===== config.mk =====
export PLATFORM = sky130hd
export DESIGN_NAME = branch_checkpoint_manager_flat
export DESIGN_NICKNAME = d
export VERILOG_FILES = /design/src/rtl/branch_checkpoint_manager_if.sv /design/src/rtl/branch_checkpoint_manager.sv /design/src/flat_wrapper.sv
export SDC_FILE = /design/constraint.sdc
export NUM_CORES = 2
export LEC_CHECK = 0
export BUFFER_PORTS_ARGS = -buffer_cell sky130_fd_sc_hd__buf_2
export CORE_AREA = 2 2 488 490
export DETAILED_ROUTE_END_ITERATION = 12
export DIE_AREA = 0 0 490 492
export SYNTH_ARGS = -nofsm -noshare
export SYNTH_HDL_FRONTEND = slang
export SYNTH_SLANG_ARGS = --single-unit

===== constraint.sdc =====
create_clock -name clk -period 23.4 [get_ports clk]
set_clock_uncertainty 0.1 [all_clocks]
set_input_delay 1.17 -clock clk [delete_from_list [all_inputs] [get_ports clk]]
set_output_delay 1.17 -clock clk [all_outputs]
set_load 0.1 [all_outputs]

===== src/rtl/branch_checkpoint_manager_if.sv =====
// Branch checkpoint manager bus.
// Groups the rename-side requests (alloc, delay-slot update), the resolve and
// restore inputs from misprediction recovery, and the checkpoint state
// presented back to rename and recovery.
//   slave  : the checkpoint manager (consumes requests, drives ckpt_* state)
//   master : rename / recovery side (drives requests, observes state)
interface branch_checkpoint_manager_if #(
    parameter int BRANCH_NUM             = 4,
    parameter int BRANCH_NUM_INDEX       = 2,
    parameter int REG_NUM                = 32,
    parameter int PHYS_REG_NUM_INDEX     = 6,
    parameter int ACTIVE_LIST_SIZE_INDEX = 5
);
    // rename-side allocation request
    logic                                                alloc_req;
    logic [ACTIVE_LIST_SIZE_INDEX-1:0]                   alloc_branch_id;
    logic [PHYS_REG_NUM_INDEX-1:0]                       alloc_free_head_pointer;
    logic [REG_NUM*PHYS_REG_NUM_INDEX-1:0]               alloc_rename_buffer;
    // delay-slot update of the most recent checkpoint
    logic                                                ds_req;
    logic [PHYS_REG_NUM_INDEX-1:0]                       ds_free_head_pointer;
    logic [REG_NUM*PHYS_REG_NUM_INDEX-1:0]               ds_rename_buffer;
    // correct-prediction resolution
    logic                                                resolve_valid;
    logic [ACTIVE_LIST_SIZE_INDEX-1:0]                   resolve_branch_id;
    // mispredict recovery
    logic                                                restore_en;
    logic [BRANCH_NUM-1:0]                               restore_valid;
    logic [BRANCH_NUM_INDEX-1:0]                         restore_write_pointer;
    // checkpoint state
    logic                                                full;
    logic [BRANCH_NUM_INDEX-1:0]                         alloc_idx;
    logic [BRANCH_NUM-1:0]                               ckpt_valid;
    logic [BRANCH_NUM_INDEX-1:0]                         ckpt_write_pointer;
    logic [BRANCH_NUM-1:0]                               ckpt_ds_valid;
    logic [BRANCH_NUM*ACTIVE_LIST_SIZE_INDEX-1:0]        ckpt_branch_id;
    logic [BRANCH_NUM*PHYS_REG_NUM_INDEX-1:0]            ckpt_free_head_pointer;
    logic [BRANCH_NUM*REG_NUM*PHYS_REG_NUM_INDEX-1:0]    ckpt_rename_buffer;

    modport slave (
        input  alloc_req, alloc_branch_id, alloc_free_head_pointer, alloc_rename_buffer,
        input  ds_req, ds_free_head_pointer, ds_rename_buffer,
        input  resolve_valid, resolve_branch_id,
        input  restore_en, restore_valid, restore_write_pointer,
        output full, alloc_idx, ckpt_valid, ckpt_write_pointer, ckpt_ds_valid,
        output ckpt_branch_id, ckpt_free_head_pointer, ckpt_rename_buffer
    );

    modport master (
        output alloc_req, alloc_branch_id, alloc_free_head_pointer, alloc_rename_buffer,
        output ds_req, ds_free_head_pointer, ds_rename_buffer,
        output resolve_valid, resolve_branch_id,
        output restore_en, restore_valid, restore_write_pointer,
        input  full, alloc_idx, ckpt_valid, ckpt_write_pointer, ckpt_ds_valid,
        input  ckpt_branch_id, ckpt_free_head_pointer, ckpt_rename_buffer
    );
endinterface


===== src/rtl/branch_checkpoint_manager.sv =====
// Branch checkpoint manager (writer side of the checkpoint state).
// Allocates a circular checkpoint slot per renamed branch capturing its
// active-list id, free-list head and rename map; folds the delay-slot rename
// into the newest slot; frees slots on correct resolution; and reloads
// valid/write pointer from misprediction recovery.
// Ports:
//   clk, rst : clock, asynchronous active-high reset
//   bus      : branch_checkpoint_manager_if.slave (requests in, ckpt_* state out)
// All state is registered; full/alloc_idx are decoded from registers only.
module branch_checkpoint_manager #(
    parameter int BRANCH_NUM             = 4,
    parameter int BRANCH_NUM_INDEX       = 2,
    parameter int REG_NUM                = 32,
    parameter int PHYS_REG_NUM_INDEX     = 6,
    parameter int ACTIVE_LIST_SIZE_INDEX = 5
) (
    input  logic                         clk,
    input  logic                         rst,
    branch_checkpoint_manager_if.slave   bus
);
    localparam int MAP_W = REG_NUM * PHYS_REG_NUM_INDEX;

    logic [BRANCH_NUM-1:0]                                   valid_r;
    logic [BRANCH_NUM-1:0]                                   ds_valid_r;
    logic [BRANCH_NUM_INDEX-1:0]                             wp_r;
    logic [BRANCH_NUM-1:0][ACTIVE_LIST_SIZE_INDEX-1:0]       branch_id_r;
    logic [BRANCH_NUM-1:0][PHYS_REG_NUM_INDEX-1:0]           free_head_r;
    logic [BRANCH_NUM-1:0][MAP_W-1:0]                        rename_r;

    logic [BRANCH_NUM-1:0]                                   valid_n_s;
    logic [BRANCH_NUM-1:0]                                   ds_valid_n_s;
    logic [BRANCH_NUM_INDEX-1:0]                             wp_n_s;
    logic [BRANCH_NUM-1:0]                                   match_s;
    logic [BRANCH_NUM_INDEX-1:0]                             ds_slot_s;
    logic                                                    full_s;
    logic                                                    alloc_fire_s;
    logic                                                    ds_fire_s;

    localparam logic [BRANCH_NUM_INDEX-1:0] WP_ONE = BRANCH_NUM_INDEX'(1);

    // Request qualification; the delay slot always belongs to the slot just
    // behind the pre-edge write pointer, so it never collides with an alloc.
    always_comb begin
        full_s       = valid_r[wp_r];
        ds_slot_s    = wp_r - WP_ONE;
        alloc_fire_s = bus.alloc_req & ~full_s & ~bus.restore_en;
        ds_fire_s    = bus.ds_req & ~bus.restore_en
                       & valid_r[ds_slot_s] & ~ds_valid_r[ds_slot_s];
    end

    // Resolve match vector: every live slot tagged with the resolved id.
    always_comb begin
        match_s = {BRANCH_NUM{1'b0}};
        for (int i = 0; i < BRANCH_NUM; i++) begin
            match_s[i] = valid_r[i] & bus.resolve_valid
                         & (branch_id_r[i] == bus.resolve_branch_id);
        end
    end

    // Next-state for valid, delay-slot valid and write pointer; restore wins.
    always_comb begin
        valid_n_s    = valid_r;
        ds_valid_n_s = ds_valid_r;
        wp_n_s       = wp_r;
        if (bus.restore_en) begin
            valid_n_s    = bus.restore_valid;
            ds_valid_n_s = ds_valid_r & bus.restore_valid;
            wp_n_s       = bus.restore_write_pointer;
        end else begin
            // alloc target is an invalid slot, so it never overlaps a match
            valid_n_s = valid_r & ~match_s;
            if (alloc_fire_s) begin
                valid_n_s[wp_r]    = 1'b1;
                ds_valid_n_s[wp_r] = 1'b0;
                wp_n_s             = wp_r + WP_ONE;
            end else begin
                wp_n_s = wp_r;
            end
            if (ds_fire_s) begin
                ds_valid_n_s[ds_slot_s] = 1'b1;
            end else begin
                ds_valid_n_s[ds_slot_s] = ds_valid_n_s[ds_slot_s];
            end
        end
    end

    // Control state registers.
    always_ff @(posedge clk or posedge rst) begin
        if (rst) begin
            valid_r    <= {BRANCH_NUM{1'b0}};
            ds_valid_r <= {BRANCH_NUM{1'b0}};
            wp_r       <= {BRANCH_NUM_INDEX{1'b0}};
        end else begin
            valid_r    <= valid_n_s;
            ds_valid_r <= ds_valid_n_s;
            wp_r       <= wp_n_s;
        end
    end

    // Snapshot payload registers; invalid slots keep stale contents.
    always_ff @(posedge clk or posedge rst) begin
        if (rst) begin
            branch_id_r <= {(BRANCH_NUM*ACTIVE_LIST_SIZE_INDEX){1'b0}};
            free_head_r <= {(BRANCH_NUM*PHYS_REG_NUM_INDEX){1'b0}};
            rename_r    <= {(BRANCH_NUM*MAP_W){1'b0}};
        end else begin
            if (alloc_fire_s) begin
                branch_id_r[wp_r] <= bus.alloc_branch_id;
                free_head_r[wp_r] <= bus.alloc_free_head_pointer;
                rename_r[wp_r]    <= bus.alloc_rename_buffer;
            end
            if (ds_fire_s) begin
                free_head_r[ds_slot_s] <= bus.ds_free_head_pointer;
                rename_r[ds_slot_s]    <= bus.ds_rename_buffer;
            end
        end
    end

    assign bus.full                   = full_s;
    assign bus.alloc_idx              = wp_r;
    assign bus.ckpt_valid             = valid_r;
    assign bus.ckpt_write_pointer     = wp_r;
    assign bus.ckpt_ds_valid          = ds_valid_r;
    assign bus.ckpt_branch_id         = branch_id_r;
    assign bus.ckpt_free_head_pointer = free_head_r;
    assign bus.ckpt_rename_buffer     = rename_r;
endmodule


===== src/flat_wrapper.sv =====
// flat-port wrapper written by rule: the top's interface ports become plain ports
module branch_checkpoint_manager_flat 
#(
    parameter int BRANCH_NUM             = 4,
    parameter int BRANCH_NUM_INDEX       = 2,
    parameter int REG_NUM                = 32,
    parameter int PHYS_REG_NUM_INDEX     = 6,
    parameter int ACTIVE_LIST_SIZE_INDEX = 5
)
  (clk, rst, bus_alloc_req, bus_alloc_branch_id, bus_alloc_free_head_pointer, bus_alloc_rename_buffer, bus_ds_req, bus_ds_free_head_pointer, bus_ds_rename_buffer, bus_resolve_valid, bus_resolve_branch_id, bus_restore_en, bus_restore_valid, bus_restore_write_pointer, bus_full, bus_alloc_idx, bus_ckpt_valid, bus_ckpt_write_pointer, bus_ckpt_ds_valid, bus_ckpt_branch_id, bus_ckpt_free_head_pointer, bus_ckpt_rename_buffer);
  branch_checkpoint_manager_if #(.BRANCH_NUM(BRANCH_NUM), .BRANCH_NUM_INDEX(BRANCH_NUM_INDEX), .REG_NUM(REG_NUM), .PHYS_REG_NUM_INDEX(PHYS_REG_NUM_INDEX), .ACTIVE_LIST_SIZE_INDEX(ACTIVE_LIST_SIZE_INDEX)) bus_i ();
  input  logic clk;
  input  logic rst;
  input wire logic [$bits(bus_i.alloc_req)-1:0] bus_alloc_req;
  input wire logic [$bits(bus_i.alloc_branch_id)-1:0] bus_alloc_branch_id;
  input wire logic [$bits(bus_i.alloc_free_head_pointer)-1:0] bus_alloc_free_head_pointer;
  input wire logic [$bits(bus_i.alloc_rename_buffer)-1:0] bus_alloc_rename_buffer;
  input wire logic [$bits(bus_i.ds_req)-1:0] bus_ds_req;
  input wire logic [$bits(bus_i.ds_free_head_pointer)-1:0] bus_ds_free_head_pointer;
  input wire logic [$bits(bus_i.ds_rename_buffer)-1:0] bus_ds_rename_buffer;
  input wire logic [$bits(bus_i.resolve_valid)-1:0] bus_resolve_valid;
  input wire logic [$bits(bus_i.resolve_branch_id)-1:0] bus_resolve_branch_id;
  input wire logic [$bits(bus_i.restore_en)-1:0] bus_restore_en;
  input wire logic [$bits(bus_i.restore_valid)-1:0] bus_restore_valid;
  input wire logic [$bits(bus_i.restore_write_pointer)-1:0] bus_restore_write_pointer;
  output wire logic [$bits(bus_i.full)-1:0] bus_full;
  output wire logic [$bits(bus_i.alloc_idx)-1:0] bus_alloc_idx;
  output wire logic [$bits(bus_i.ckpt_valid)-1:0] bus_ckpt_valid;
  output wire logic [$bits(bus_i.ckpt_write_pointer)-1:0] bus_ckpt_write_pointer;
  output wire logic [$bits(bus_i.ckpt_ds_valid)-1:0] bus_ckpt_ds_valid;
  output wire logic [$bits(bus_i.ckpt_branch_id)-1:0] bus_ckpt_branch_id;
  output wire logic [$bits(bus_i.ckpt_free_head_pointer)-1:0] bus_ckpt_free_head_pointer;
  output wire logic [$bits(bus_i.ckpt_rename_buffer)-1:0] bus_ckpt_rename_buffer;
  assign bus_i.alloc_req = bus_alloc_req;
  assign bus_i.alloc_branch_id = bus_alloc_branch_id;
  assign bus_i.alloc_free_head_pointer = bus_alloc_free_head_pointer;
  assign bus_i.alloc_rename_buffer = bus_alloc_rename_buffer;
  assign bus_i.ds_req = bus_ds_req;
  assign bus_i.ds_free_head_pointer = bus_ds_free_head_pointer;
  assign bus_i.ds_rename_buffer = bus_ds_rename_buffer;
  assign bus_i.resolve_valid = bus_resolve_valid;
  assign bus_i.resolve_branch_id = bus_resolve_branch_id;
  assign bus_i.restore_en = bus_restore_en;
  assign bus_i.restore_valid = bus_restore_valid;
  assign bus_i.restore_write_pointer = bus_restore_write_pointer;
  assign bus_full = bus_i.full;
  assign bus_alloc_idx = bus_i.alloc_idx;
  assign bus_ckpt_valid = bus_i.ckpt_valid;
  assign bus_ckpt_write_pointer = bus_i.ckpt_write_pointer;
  assign bus_ckpt_ds_valid = bus_i.ckpt_ds_valid;
  assign bus_ckpt_branch_id = bus_i.ckpt_branch_id;
  assign bus_ckpt_free_head_pointer = bus_i.ckpt_free_head_pointer;
  assign bus_ckpt_rename_buffer = bus_i.ckpt_rename_buffer;
  branch_checkpoint_manager #(.BRANCH_NUM(BRANCH_NUM), .BRANCH_NUM_INDEX(BRANCH_NUM_INDEX), .REG_NUM(REG_NUM), .PHYS_REG_NUM_INDEX(PHYS_REG_NUM_INDEX), .ACTIVE_LIST_SIZE_INDEX(ACTIVE_LIST_SIZE_INDEX)) u_core (.clk(clk), .rst(rst), .bus(bus_i));
endmodule

==> impl_metrics.sql <==
INSERT INTO impl_metrics (metric_group, metric, value, unit) VALUES
('worst_setup_path', 'cp_data_arrival_time', '5640', 'ps'),
('drt', 'routed_wirelength', '195', 'mm'),
('sta', 'timing.fmax', '0.196', 'GHz'),
('finish', 'fill_cells', '25218', ''),
('synth', 'ffs_w_async_s_r_synth', '100', '%'),
('floorplanning', 'die_area', '0.241', 'mm²'),
('finish', 'total_area_of_multi_input_combinational_cells', '0.0188', 'mm²'),
('global_route', 'grt_first_pass_wirelength', '263', 'mm'),
('synth', 'synth_compound_area_share', '0.433', '%'),
('floorplanning', 'initial_utilization', '17.1', '%'),
('sta', 'slew_limit_headroom', '17.3', '%'),
('synth', 'area_of_the_mapped_netlist', '0.0404', 'mm²'),
('clocking', 'clock_tree.buffer_depth', '3', ''),
('sta', 'setup_viol', '0', ''),
('finish', 'mostFrequentLayoutCell', 'mux2_2', ''),
('sta', 'grt_setup_unrepaired', 'false', ''),
('drt', 'viasPerCell', '4.02', ''),
('worst_setup_path', 'crit_path_required_time', '23930', 'ps'),
('drt', 'route.detailed.wl_per_inst', '27.1', 'µm'),
('floorplanning', 'die_outline_height', '492', 'µm'),
('place', 'port_buffers', '1242', ''),
('drt', 'drt.antenna.violating_nets', '0', ''),
('clocking', 'cts.reportedPaths.clkPinSlew', '60', 'ps'),
('synth', 'ys_warn_count', '0', ''),
('finish', 'design.final.nets', '4329', ''),
('global_route', 'grt_max_degree', '165', ''),
('drt', 'detailroute.via_count', '28913', ''),
('synth', 'sequential_cell_area_fraction_in_the_yosys_report', '50.9', '%'),
('place', 'gp_congestion', '0.925', ''),
('clocking', 'ctsResizeCount', '0', ''),
('sta', 'final.setup.tns', '0', 'ps'),
('synth', 'synth_simple_gate_area_share', '0.511', '%'),
('worst_setup_path', 'delay_contributed_by_the_slowest_stage_of_the_critical_path', '1020', 'ps'),
('sta', 'slew_violations', '0', ''),
('drt', 'drt_drc_violations_left', '0', ''),
('floorplanning', 'coreArea', '0.236', 'mm²'),
('finish', 'register_area', '0.0206', 'mm²'),
('clocking', 'clk-insertion-delay-late', '770', 'ps'),
('synth', 'syn_avg_cell_area', '15.0', 'µm²'),
('drt', 'detailedRoute.firstPassIterationCount', '5', ''),
('sta', 'hold_viol', '0', ''),
('sta', 'period_needed', '5110', 'ps'),
('clocking', 'tritoncts', 'built', ''),
('synth', 'synth.lib_cells_used.distinct', '26', ''),
('min_path', 'holdCritPathClass', 'input port to asynchronous set/reset pin', ''),
('global_route', 'grt_pass1_vias', '30267', ''),
('outcome', 'run_status', 'finished clean', ''),
('worst_setup_path', 'crit_family', 'buffers and inverters', ''),
('synth', 'synth_instances', '2698', ''),
('worst_setup_path', 'crit_path_most_repeated_cell', 'buf_4', ''),
('place', 'detailed_place_hpwl', '154', 'mm'),
('worst_setup_path', 'crit_path_cell_trace', 'mux4_2, nor3_4, buf_4, buf_4, buf_4, mux2_2, mux2_2', ''),
('worst_setup_path', 'timing.critical_path.from_type', 'flop', ''),
('floorplanning', 'design.portCount', '1243', ''),
('global_route', 'grt_usage', '15.6', '%'),
('place', 'placedCellCount', '6971', ''),
('synth', 'synth.area.mux_share', '44.9', '%'),
('clocking', 'post_cts_hold_buffer_count', '0', ''),
('worst_setup_path', 'cp_max_fo', '52', ''),
('synth', 'synth_nets', '3120', ''),
('sta', 'max_slew.worst_pin.slew', '1240', 'ps'),
('finish', 'layout-drive-gt1-share', '74.7', '%'),
('synth', 'synth-adder-area-share', '0.124', '%'),
('floorplanning', 'site_row_count', '179', ''),
('finish', 'post_layout_nonfiller_instances', '7191', ''),
('worst_setup_path', 'worstSetupPathType', 'flop to flop', ''),
('global_route', 'antenna_found_initial', '95', ''),
('clocking', 'cts_made_buffers', '101', ''),
('sta', 'final_worst_path_cycle_share', '21.8', '%'),
('drt', 'drt_iter0_drc', '1467', ''),
('synth', 'number_of_flops_mapped_to_enable_cells_by_yosys', '0', '');
## synthesized netlist by cell type, drive strengths merged, types with 3 or more instances
cell type / n / area share (%)
mux2: 1606 / 45
buf: 130 / 2.1
o311a: 4 / 0.099
nand3: 8 / 0.099
xnor2: 5 / 0.11
inv: 9 / 0.084
nor2b: 5 / 0.077
ha: 4 / 0.12
o31ai: 4 / 0.074
o21ai: 6 / 0.074
a311o: 4 / 0.099
clkbuf: 51 / 0.47
mux4: 3 / 0.17
nor4: 4 / 0.062
and2: 4 / 0.062
xor2: 16 / 0.35
nor3: 4 / 0.16
o311ai: 4 / 0.087
dfrtp: 822 / 51
## flip-flops by register name (all words and copies together), names as in the netlist
register and cells:
u_core.bus.alloc_idx 2, u_core.bus.ckpt_branch_id 20, u_core.bus.ckpt_ds_valid 4, u_core.bus.ckpt_free_head_pointer 24
u_core.bus.ckpt_rename_buffer 768, u_core.bus.ckpt_valid 4
## area by class of cell
class,instances,share of cell area (%)
diodes,35,0.164
clock buffers,151,5.45
clock inverters,34,1.01
inverters,9,0.0701
multi-input cells,1686,35.2
flip-flops and latches,822,38.4
well taps,3167,7.40
repair buffers,1287,12.3
## through the flow
step	area [µm²]	worst slack [ps]
floorplan	40400	10840
global placement	50000	17770
detailed placement	50000	17730
CTS	53400	18220
global route	53500	18020
finish	53500	18290
## cells by family (layout without fill, tap and decap cells)
logic type,Yosys count,in the layout
compound gates,22,22
buf+inv,190,1481
flops,822,822
other cells,0,35
xor+xnor,21,21
simple gates,29,29
fa+ha+maj,4,4
mux,1610,1610
## path summary, 6_finish.rpt
check / start / end / slack (ps) / depth (start not counted)
setup / recovery: u_core.bus.alloc_idx[0]$_DFFE_PP0P_ / u_core.bus.ckpt_rename_buffer[319]$_DFF_PP0_ / 18290 / 7
setup reg to reg: u_core.bus.alloc_idx[0]$_DFFE_PP0P_ / u_core.bus.ckpt_rename_buffer[319]$_DFF_PP0_ / 18290 / 7
hold reg to reg: u_core.bus.ckpt_branch_id[0]$_DFFE_PP0P_ / u_core.bus.ckpt_branch_id[0]$_DFFE_PP0P_ / 470 / 1
min in group clk: u_core.bus.ckpt_branch_id[0]$_DFFE_PP0P_ / u_core.bus.ckpt_branch_id[0]$_DFFE_PP0P_ / 470 / 1
hold / removal: rst / u_core.bus.ckpt_rename_buffer[192]$_DFF_PP0_ / 410 / 2
max in group asynchronous: rst / u_core.bus.ckpt_rename_buffer[409]$_DFF_PP0_ / 18910 / 6
## routing by layer
metal	track usage, %	share of wire [%]
met4	5.22	3.3
met1	18.1	39
met3	6.72	11
met5	0	0.083
met2	25.8	47
Power is not shown: default switching activity piles up to over one toggle a cycle in this logic, so the estimate is an artifact.
